===== config.mk =====
export PLATFORM = sky130hd
export DESIGN_NAME = ps2_key_rx
export DESIGN_NICKNAME = d
export VERILOG_FILES = /design/src/rtl/ps2_pkg.sv /design/src/rtl/ps2_frame_rx.sv /design/src/rtl/ps2_key_rx.sv
export SDC_FILE = /design/constraint.sdc
export NUM_CORES = 1
export LEC_CHECK = 0
export CORE_ASPECT_RATIO = 1.75
export CORE_UTILIZATION = 55
export DETAILED_ROUTE_END_ITERATION = 7
export PLACE_DENSITY = 0.75
export SETUP_SLACK_MARGIN = 0.05
export SYNTH_ARGS = -nofsm -noshare
export SYNTH_HDL_FRONTEND = slang
export SYNTH_SLANG_ARGS = --single-unit
export TNS_END_PERCENT = 1

===== constraint.sdc =====
create_clock -name clk_sys -period 2.39 [get_ports clk_sys]
set_input_delay 0.239 -clock clk_sys [delete_from_list [all_inputs] [get_ports clk_sys]]
set_output_delay 0.239 -clock clk_sys [all_outputs]
set_load 0.03 [all_outputs]

===== src/rtl/ps2_pkg.sv =====
// Shared constants and types for the PS/2 keyboard receiver: prefix/reply
// byte codes, ps2_key bit positions and the frame state encoding.
package ps2_pkg;

    localparam logic [7:0] CODE_E0 = 8'hE0;
    localparam logic [7:0] CODE_E1 = 8'hE1;
    localparam logic [7:0] CODE_F0 = 8'hF0;
    localparam logic [7:0] CODE_AA = 8'hAA;
    localparam logic [7:0] CODE_FA = 8'hFA;
    localparam logic [7:0] CODE_FE = 8'hFE;
    localparam logic [7:0] CODE_EE = 8'hEE;

    localparam int KEY_TOGGLE  = 10;
    localparam int KEY_PRESSED = 9;
    localparam int KEY_EXT     = 8;

    typedef enum logic [1:0] {
        IDLE,
        DATA,
        PARITY,
        STOP
    } frame_state_e;

    // Keyboard replies and status bytes that carry no key information.
    function automatic logic isReplyByte(input logic [7:0] b);
        return (b == CODE_AA) || (b == CODE_FA) || (b == CODE_FE) ||
               (b == CODE_EE) || (b == 8'h00) || (b == 8'hFF);
    endfunction

endpackage


===== src/rtl/ps2_frame_rx.sv =====
// PS/2 line front end: synchroniser, clock glitch filter, 11-bit frame
// receiver with parity/start/stop checking and an inactivity timeout.
module ps2_frame_rx
    import ps2_pkg::*;
#(
    parameter int FILTER_LEN  = 8,
    parameter int TIMEOUT_CYC = 12000
) (
    input  logic       clk_sys,
    input  logic       reset_n,
    input  logic       ps2_clk_i,
    input  logic       ps2_data_i,
    output logic [7:0] byte_o,
    output logic       byte_valid_o,
    output logic       frame_err_o
);

    localparam int FW = $clog2(FILTER_LEN + 1);
    localparam int TW = $clog2(TIMEOUT_CYC + 1);
    localparam logic [FW-1:0] FILT_LAST = FW'(FILTER_LEN - 1);
    localparam logic [TW-1:0] TO_MAX    = TW'(TIMEOUT_CYC);

    logic [1:0]    clkSync_q, dataSync_q;
    logic          filtClk_q;
    logic [FW-1:0] filtCnt_q;
    logic          fall_q;
    logic [TW-1:0] toCnt_q;

    frame_state_e state_q, state_d;
    logic [2:0]   bitCnt_q, bitCnt_d;
    logic [7:0]   shift_q, shift_d;
    logic         parity_q, parity_d;
    logic         byteValid_q, byteValid_d;
    logic         frameErr_q, frameErr_d;
    logic         dataBit;
    logic         timeout;

    always_ff @(posedge clk_sys or negedge reset_n) begin
        if (!reset_n) begin
            clkSync_q  <= 2'b11;
            dataSync_q <= 2'b11;
        end else begin
            clkSync_q  <= {clkSync_q[0], ps2_clk_i};
            dataSync_q <= {dataSync_q[0], ps2_data_i};
        end
    end

    // The filtered clock only follows after FILTER_LEN consecutive differing samples.
    always_ff @(posedge clk_sys or negedge reset_n) begin
        if (!reset_n) begin
            filtClk_q <= 1'b1;
            filtCnt_q <= '0;
            fall_q    <= 1'b0;
        end else begin
            fall_q <= filtClk_q & ~clkSync_q[1] & (filtCnt_q == FILT_LAST);
            if (clkSync_q[1] == filtClk_q) begin
                filtCnt_q <= '0;
            end else if (filtCnt_q == FILT_LAST) begin
                filtClk_q <= clkSync_q[1];
                filtCnt_q <= '0;
            end else begin
                filtCnt_q <= filtCnt_q + 1'b1;
            end
        end
    end

    always_ff @(posedge clk_sys or negedge reset_n) begin
        if (!reset_n) begin
            toCnt_q <= '0;
        end else if (fall_q) begin
            toCnt_q <= '0;
        end else if (toCnt_q != TO_MAX) begin
            toCnt_q <= toCnt_q + 1'b1;
        end
    end

    always_ff @(posedge clk_sys or negedge reset_n) begin
        if (!reset_n) begin
            state_q     <= IDLE;
            bitCnt_q    <= '0;
            shift_q     <= '0;
            parity_q    <= 1'b0;
            byteValid_q <= 1'b0;
            frameErr_q  <= 1'b0;
        end else begin
            state_q     <= state_d;
            bitCnt_q    <= bitCnt_d;
            shift_q     <= shift_d;
            parity_q    <= parity_d;
            byteValid_q <= byteValid_d;
            frameErr_q  <= frameErr_d;
        end
    end

    assign dataBit = dataSync_q[1];
    assign timeout = (toCnt_q == TO_MAX) && (state_q != IDLE);

    // A fall strobe always takes priority over a coincident timeout.
    always_comb begin
        state_d     = state_q;
        bitCnt_d    = bitCnt_q;
        shift_d     = shift_q;
        parity_d    = parity_q;
        byteValid_d = 1'b0;
        frameErr_d  = 1'b0;
        if (fall_q) begin
            case (state_q)
                IDLE: begin
                    if (!dataBit) begin
                        state_d  = DATA;
                        bitCnt_d = '0;
                    end else begin
                        frameErr_d = 1'b1;
                    end
                end
                DATA: begin
                    shift_d  = {dataBit, shift_q[7:1]};
                    bitCnt_d = bitCnt_q + 3'd1;
                    if (bitCnt_q == 3'd7) begin
                        state_d = PARITY;
                    end
                end
                PARITY: begin
                    parity_d = dataBit;
                    state_d  = STOP;
                end
                STOP: begin
                    state_d = IDLE;
                    if (dataBit && (^{shift_q, parity_q})) begin
                        byteValid_d = 1'b1;
                    end else begin
                        frameErr_d = 1'b1;
                    end
                end
                default: state_d = IDLE;
            endcase
        end else if (timeout) begin
            state_d    = IDLE;
            shift_d    = '0;
            frameErr_d = 1'b1;
        end
    end

    assign byte_o       = shift_q;
    assign byte_valid_o = byteValid_q;
    assign frame_err_o  = frameErr_q;

endmodule


===== src/rtl/ps2_key_rx.sv =====
// PS/2 keyboard to ps2_key event word: frame reception plus E0/F0/E1 prefix
// tracking and emission of {toggle, pressed, ext, code}.
module ps2_key_rx
    import ps2_pkg::*;
#(
    parameter int FILTER_LEN  = 8,
    parameter int TIMEOUT_CYC = 12000
) (
    input  logic        clk_sys,
    input  logic        reset_n,
    input  logic        ps2_clk,
    input  logic        ps2_data,
    output logic [10:0] ps2_key,
    output logic        frame_err
);

    logic [7:0]  rxByte;
    logic        rxValid;
    logic        rxErr;

    logic [10:0] key_q, key_d;
    logic        ext_q, ext_d;
    logic        brk_q, brk_d;
    logic [2:0]  skip_q, skip_d;

    ps2_frame_rx #(
        .FILTER_LEN (FILTER_LEN),
        .TIMEOUT_CYC(TIMEOUT_CYC)
    ) u_frame_rx (
        .clk_sys     (clk_sys),
        .reset_n     (reset_n),
        .ps2_clk_i   (ps2_clk),
        .ps2_data_i  (ps2_data),
        .byte_o      (rxByte),
        .byte_valid_o(rxValid),
        .frame_err_o (rxErr)
    );

    always_ff @(posedge clk_sys or negedge reset_n) begin
        if (!reset_n) begin
            key_q  <= '0;
            ext_q  <= 1'b0;
            brk_q  <= 1'b0;
            skip_q <= '0;
        end else begin
            key_q  <= key_d;
            ext_q  <= ext_d;
            brk_q  <= brk_d;
            skip_q <= skip_d;
        end
    end

    // E1 (Pause) sequences are swallowed whole by the skip counter.
    always_comb begin
        key_d  = key_q;
        ext_d  = ext_q;
        brk_d  = brk_q;
        skip_d = skip_q;
        if (rxErr) begin
            ext_d  = 1'b0;
            brk_d  = 1'b0;
            skip_d = '0;
        end else if (rxValid) begin
            if (skip_q != 3'd0) begin
                skip_d = skip_q - 3'd1;
            end else if (rxByte == CODE_E1) begin
                skip_d = 3'd7;
                ext_d  = 1'b0;
                brk_d  = 1'b0;
            end else if (rxByte == CODE_E0) begin
                ext_d = 1'b1;
            end else if (rxByte == CODE_F0) begin
                brk_d = 1'b1;
            end else if (!(isReplyByte(rxByte) && !ext_q && !brk_q)) begin
                key_d[KEY_TOGGLE]  = ~key_q[KEY_TOGGLE];
                key_d[KEY_PRESSED] = ~brk_q;
                key_d[KEY_EXT]     = ext_q;
                key_d[7:0]         = rxByte;
                ext_d              = 1'b0;
                brk_d              = 1'b0;
            end
        end
    end

    assign ps2_key   = key_q;
    assign frame_err = rxErr;

endmodule


==> flow_summary.json <==
{
  "synth.area.top_cells": "dfrtp_1 (47%), ha_1 (5.5%), dfstp_2 (4.8%)",
  "cts_post_setup_buffers_inserted": 0,
  "overflow": 0,
  "overall_die_area_um2": 5240,
  "vias": 1749,
  "postSynthRegisterBits": 56,
  "post_synthesis_async_set_or_reset_flop_share": 1.00,
  "drt_pass1_iterations": 5,
  "timing.critical_path.fanout_max": 8,
  "detail_route.vias_per_cell": 5.61,
  "cts_tree": "yes",
  "syn_nets": 260,
  "crit_chain": "inv_1 > ha_1 > and4_1 > nand4_1 > nor3_2 > nor2_1 > a22o_1",
  "core_area_um2": 4710,
  "cts_buffer_depth": 2,
  "finalMaxSlewViolations": 0,
  "final.fill_count": 408,
  "slew_headroom": 0.525,
  "fmax_mhz": 530,
  "worst_clock_skew_ns": 0.00647,
  "route.final.wire_length_um": 4270,
  "critical-path-slowest-cell": "dfrtp_1",
  "maximum_level_of_the_cts_h_tree": 2,
  "final_period_demand_of_the_worst_path_ns": 1.89,
  "worst_slew_pin_slew_ns": 0.712,
  "synth.yosys.warnings": 0,
  "grt_max_degree": 32,
  "die_h_um": 95.0,
  "finalCritPeriodShare": 0.789,
  "setup_ws_ns": 0.504,
  "crit_type": "reg2reg",
  "mapped_cell_area_um2": 2720,
  "class_of_the_worst_hold_path": "in2reg",
  "number_of_antenna_violations_at_the_first_check_in_global_routing": 0,
  "ys_seq_area_frac": 0.518,
  "library_cell_with_the_highest_instance_count_after_synthesis": "dfrtp_1",
  "gp_routability_congestion": 0.741,
  "placementRows": 33,
  "placed_inst_area_um2": 2900,
  "run_status": "complete, no violations",
  "setup_viol_count_final": 0,
  "nets": 275,
  "timing_hold_violations_final": 0,
  "synth_largest_area_cell": "dfrtp_1",
  "post_drt_wl_per_cell_um": 13.7,
  "ios": 16,
  "unrepaired_setup_endpoints_after_global_routing": "no",
  "data_required_critical_path_ns": 2.64,
  "syn2layout_area_growth_pct": 10.6,
  "max_cap_violations": 0,
  "max_stage_delay_ns": 0.44,
  "power.density_cell_area_nw_per_um2": 572,
  "worst-r2r-cell-count": 7,
  "ant_nets_after_route": 0,
  "synth_edf_count": 0,
  "initialDrtViolationCount": 18,
  "startpoint_type": "flip-flop",
  "cp.arrival_ns": 2.13,
  "placement.setup.worst_slack_ns": 0.521,
  "top_usage_layer": "met2",
  "synth_cell_type_count": 49,
  "first_global_vias": 1685,
  "grt_usage": 0.189,
  "cts_num_sinks": 56,
  "num_antenna_cells": 0,
  "syn-instance-count": 244,
  "p_leak_nw": 1.37,
  "cts-buffers-inserted": 5,
  "worstSetupEndpointType": "flip-flop",
  "synth_area_per_cell_um2": 11.1,
  "grt_use_met3": 0.0338,
  "detailedPlacementHpwl_um": 3160,
  "drc_errors": 0,
  "finish.instance_area_um2": 3010,
  "die_width_um": 55.1,
  "setup-tns-final_ns": 0,
  "worstSkewPairLatency_ns": 0.31,
  "portBuffers": 15,
  "synth_top_area_share": 0.470,
  "cts.root.buffer_cell": "clkbuf_8",
  "global_route_wire_length_before_repair_um": 7240,
  "groute.layer.met2.usage": 0.346,
  "ys_top_cells_by_count": "dfrtp_1 (51), nor2_1 (30), inv_1 (14), nand2_1 (14), xnor2_1 (13)",
  "synthFlopType": "dfrtp_1",
  "groute.layer.met1.usage": 0.207,
  "drive_gt1_frac": 0.115,
  "timing.hold.worst_path_depth": 1,
  "clkSlewWorstSetupHoldPaths_ns": 0.10,
  "worst_vdd_ir_mv": 0.540,
  "initial_utilization": 0.577
}
cell usage in the layout, fill, tap and decap left out, types with 2 or more instances in the layout:
cell,count
dfrtp_1,51
nor2_1,30
inv_1,14
nand2_1,14
clkdlybuf4s50_1,14
xnor2_1,13
ha_1,12
a22o_1,11
xor2_1,9
nand3_1,8
mux2_4,7
and3_1,5
nand4_1,5
clkbuf_8,5
dfstp_2,5
nor3_1,4
a21oi_1,4
nand2b_1,3
and4_1,2
nor3b_1,2
mux2i_1,2
nand3b_1,2
o21ai_0,2
nor4_1,2
o21a_1,2
o22a_1,2
o21ai_1,2
mux2_2,2
mux2_1,2
clkinv_4,2
path summary, 6_finish.rpt:
check	to	slack, ns	startpoint
min in group asynchronous	skip_q[2]	0.46	reset_n
setup / recovery	u_frame_rx.byte_o[2]	0.50	u_frame_rx.toCnt_q[0]
hold reg to reg	u_frame_rx.dataSync_q[1]	0.36	u_frame_rx.dataSync_q[0]
setup reg to reg	u_frame_rx.byte_o[2]	0.50	u_frame_rx.toCnt_q[0]
max in group asynchronous	u_frame_rx.toCnt_q[9]	1.38	reset_n
hold / removal	u_frame_rx.clkSync_q[0]	0.33	ps2_clk
flip-flops by register name, indices dropped and copies added (netlist names), 3 cells and up:
register / cells
u_frame_rx.filtCnt_q: 4
u_frame_rx.toCnt_q: 14
skip_q: 3
ps2_key: 11
u_frame_rx.byte_o: 8
u_frame_rx.bitCnt_q: 3
timing repair:
item	CTS	global route
hold buffers	1	0
endpoints found under the setup margin	0	0
hold endpoints to repair	20	0
gates resized for setup	0	0
through the flow:
step | util | instances | power (mW) | hold slack (ns)
floorplan | - | 244 | 1.16 | -0.0566
global placement | 0.616 | 303 | 1.20 | 0.275
detailed placement | 0.616 | 303 | 1.21 | 0.280
CTS | 0.638 | 312 | 1.75 | 0.315
global route | 0.638 | 312 | 1.80 | 0.306
finish | 0.638 | 312 | 1.72 | 0.326
power by group:
part | switching (mW) | total [mW] | internal (mW)
combinational | 0.0663 | 0.128 | 0.0615
sequential | 0.0578 | 1.06 | 1.01
clock | 0.314 | 0.528 | 0.214
cell type report:
| class | instances | area [um^2] | share of cell area |
|---|---|---|---|
| clock buffer | 5 | 68.8 | 0.0229 |
| inverter | 14 | 52.6 | 0.0175 |
| sequential | 56 | 1410 | 0.468 |
| tap | 52 | 65.1 | 0.0216 |
| multi-input combinational | 165 | 1210 | 0.403 |
| timing repair buffer | 17 | 175 | 0.0583 |
| clock inverter | 3 | 26.3 | 0.00874 |
routing by layer:
| metal | vias up | wire [um] |
|---|---|---|
| li1 | 868 | - |
| met1 | 857 | 1840 |
| met2 | 19 | 2300 |
| met3 | 5 | 75 |
| met4 | 0 | 56 |
| met5 | - | 0 |
cell families (layout without fill, tap and decap cells):
family | Yosys count | count (layout) | synth area share
AND/OR/NAND/NOR | 85 | 85 | 0.158
flip-flops | 56 | 56 | 0.518
AO/OA/AOI/OAI | 33 | 33 | 0.0981
buffers and inverters | 23 | 39 | 0.0368
XOR/XNOR | 22 | 22 | 0.0709
multiplexers | 13 | 13 | 0.0626
adder cells (fa/ha/maj) | 12 | 12 | 0.0552
critical path, delay by kind of cell (launching register included):
family / cells / cell delay [ns]
AOI/OAI and AO/OA: 1 / 0.20
adders and majority gates: 1 / 0.19
buffers and inverters: 1 / 0.07
DFF: 1 / 0.44
and+or+nand+nor: 4 / 0.93
(Power assumes the default switching activity.)
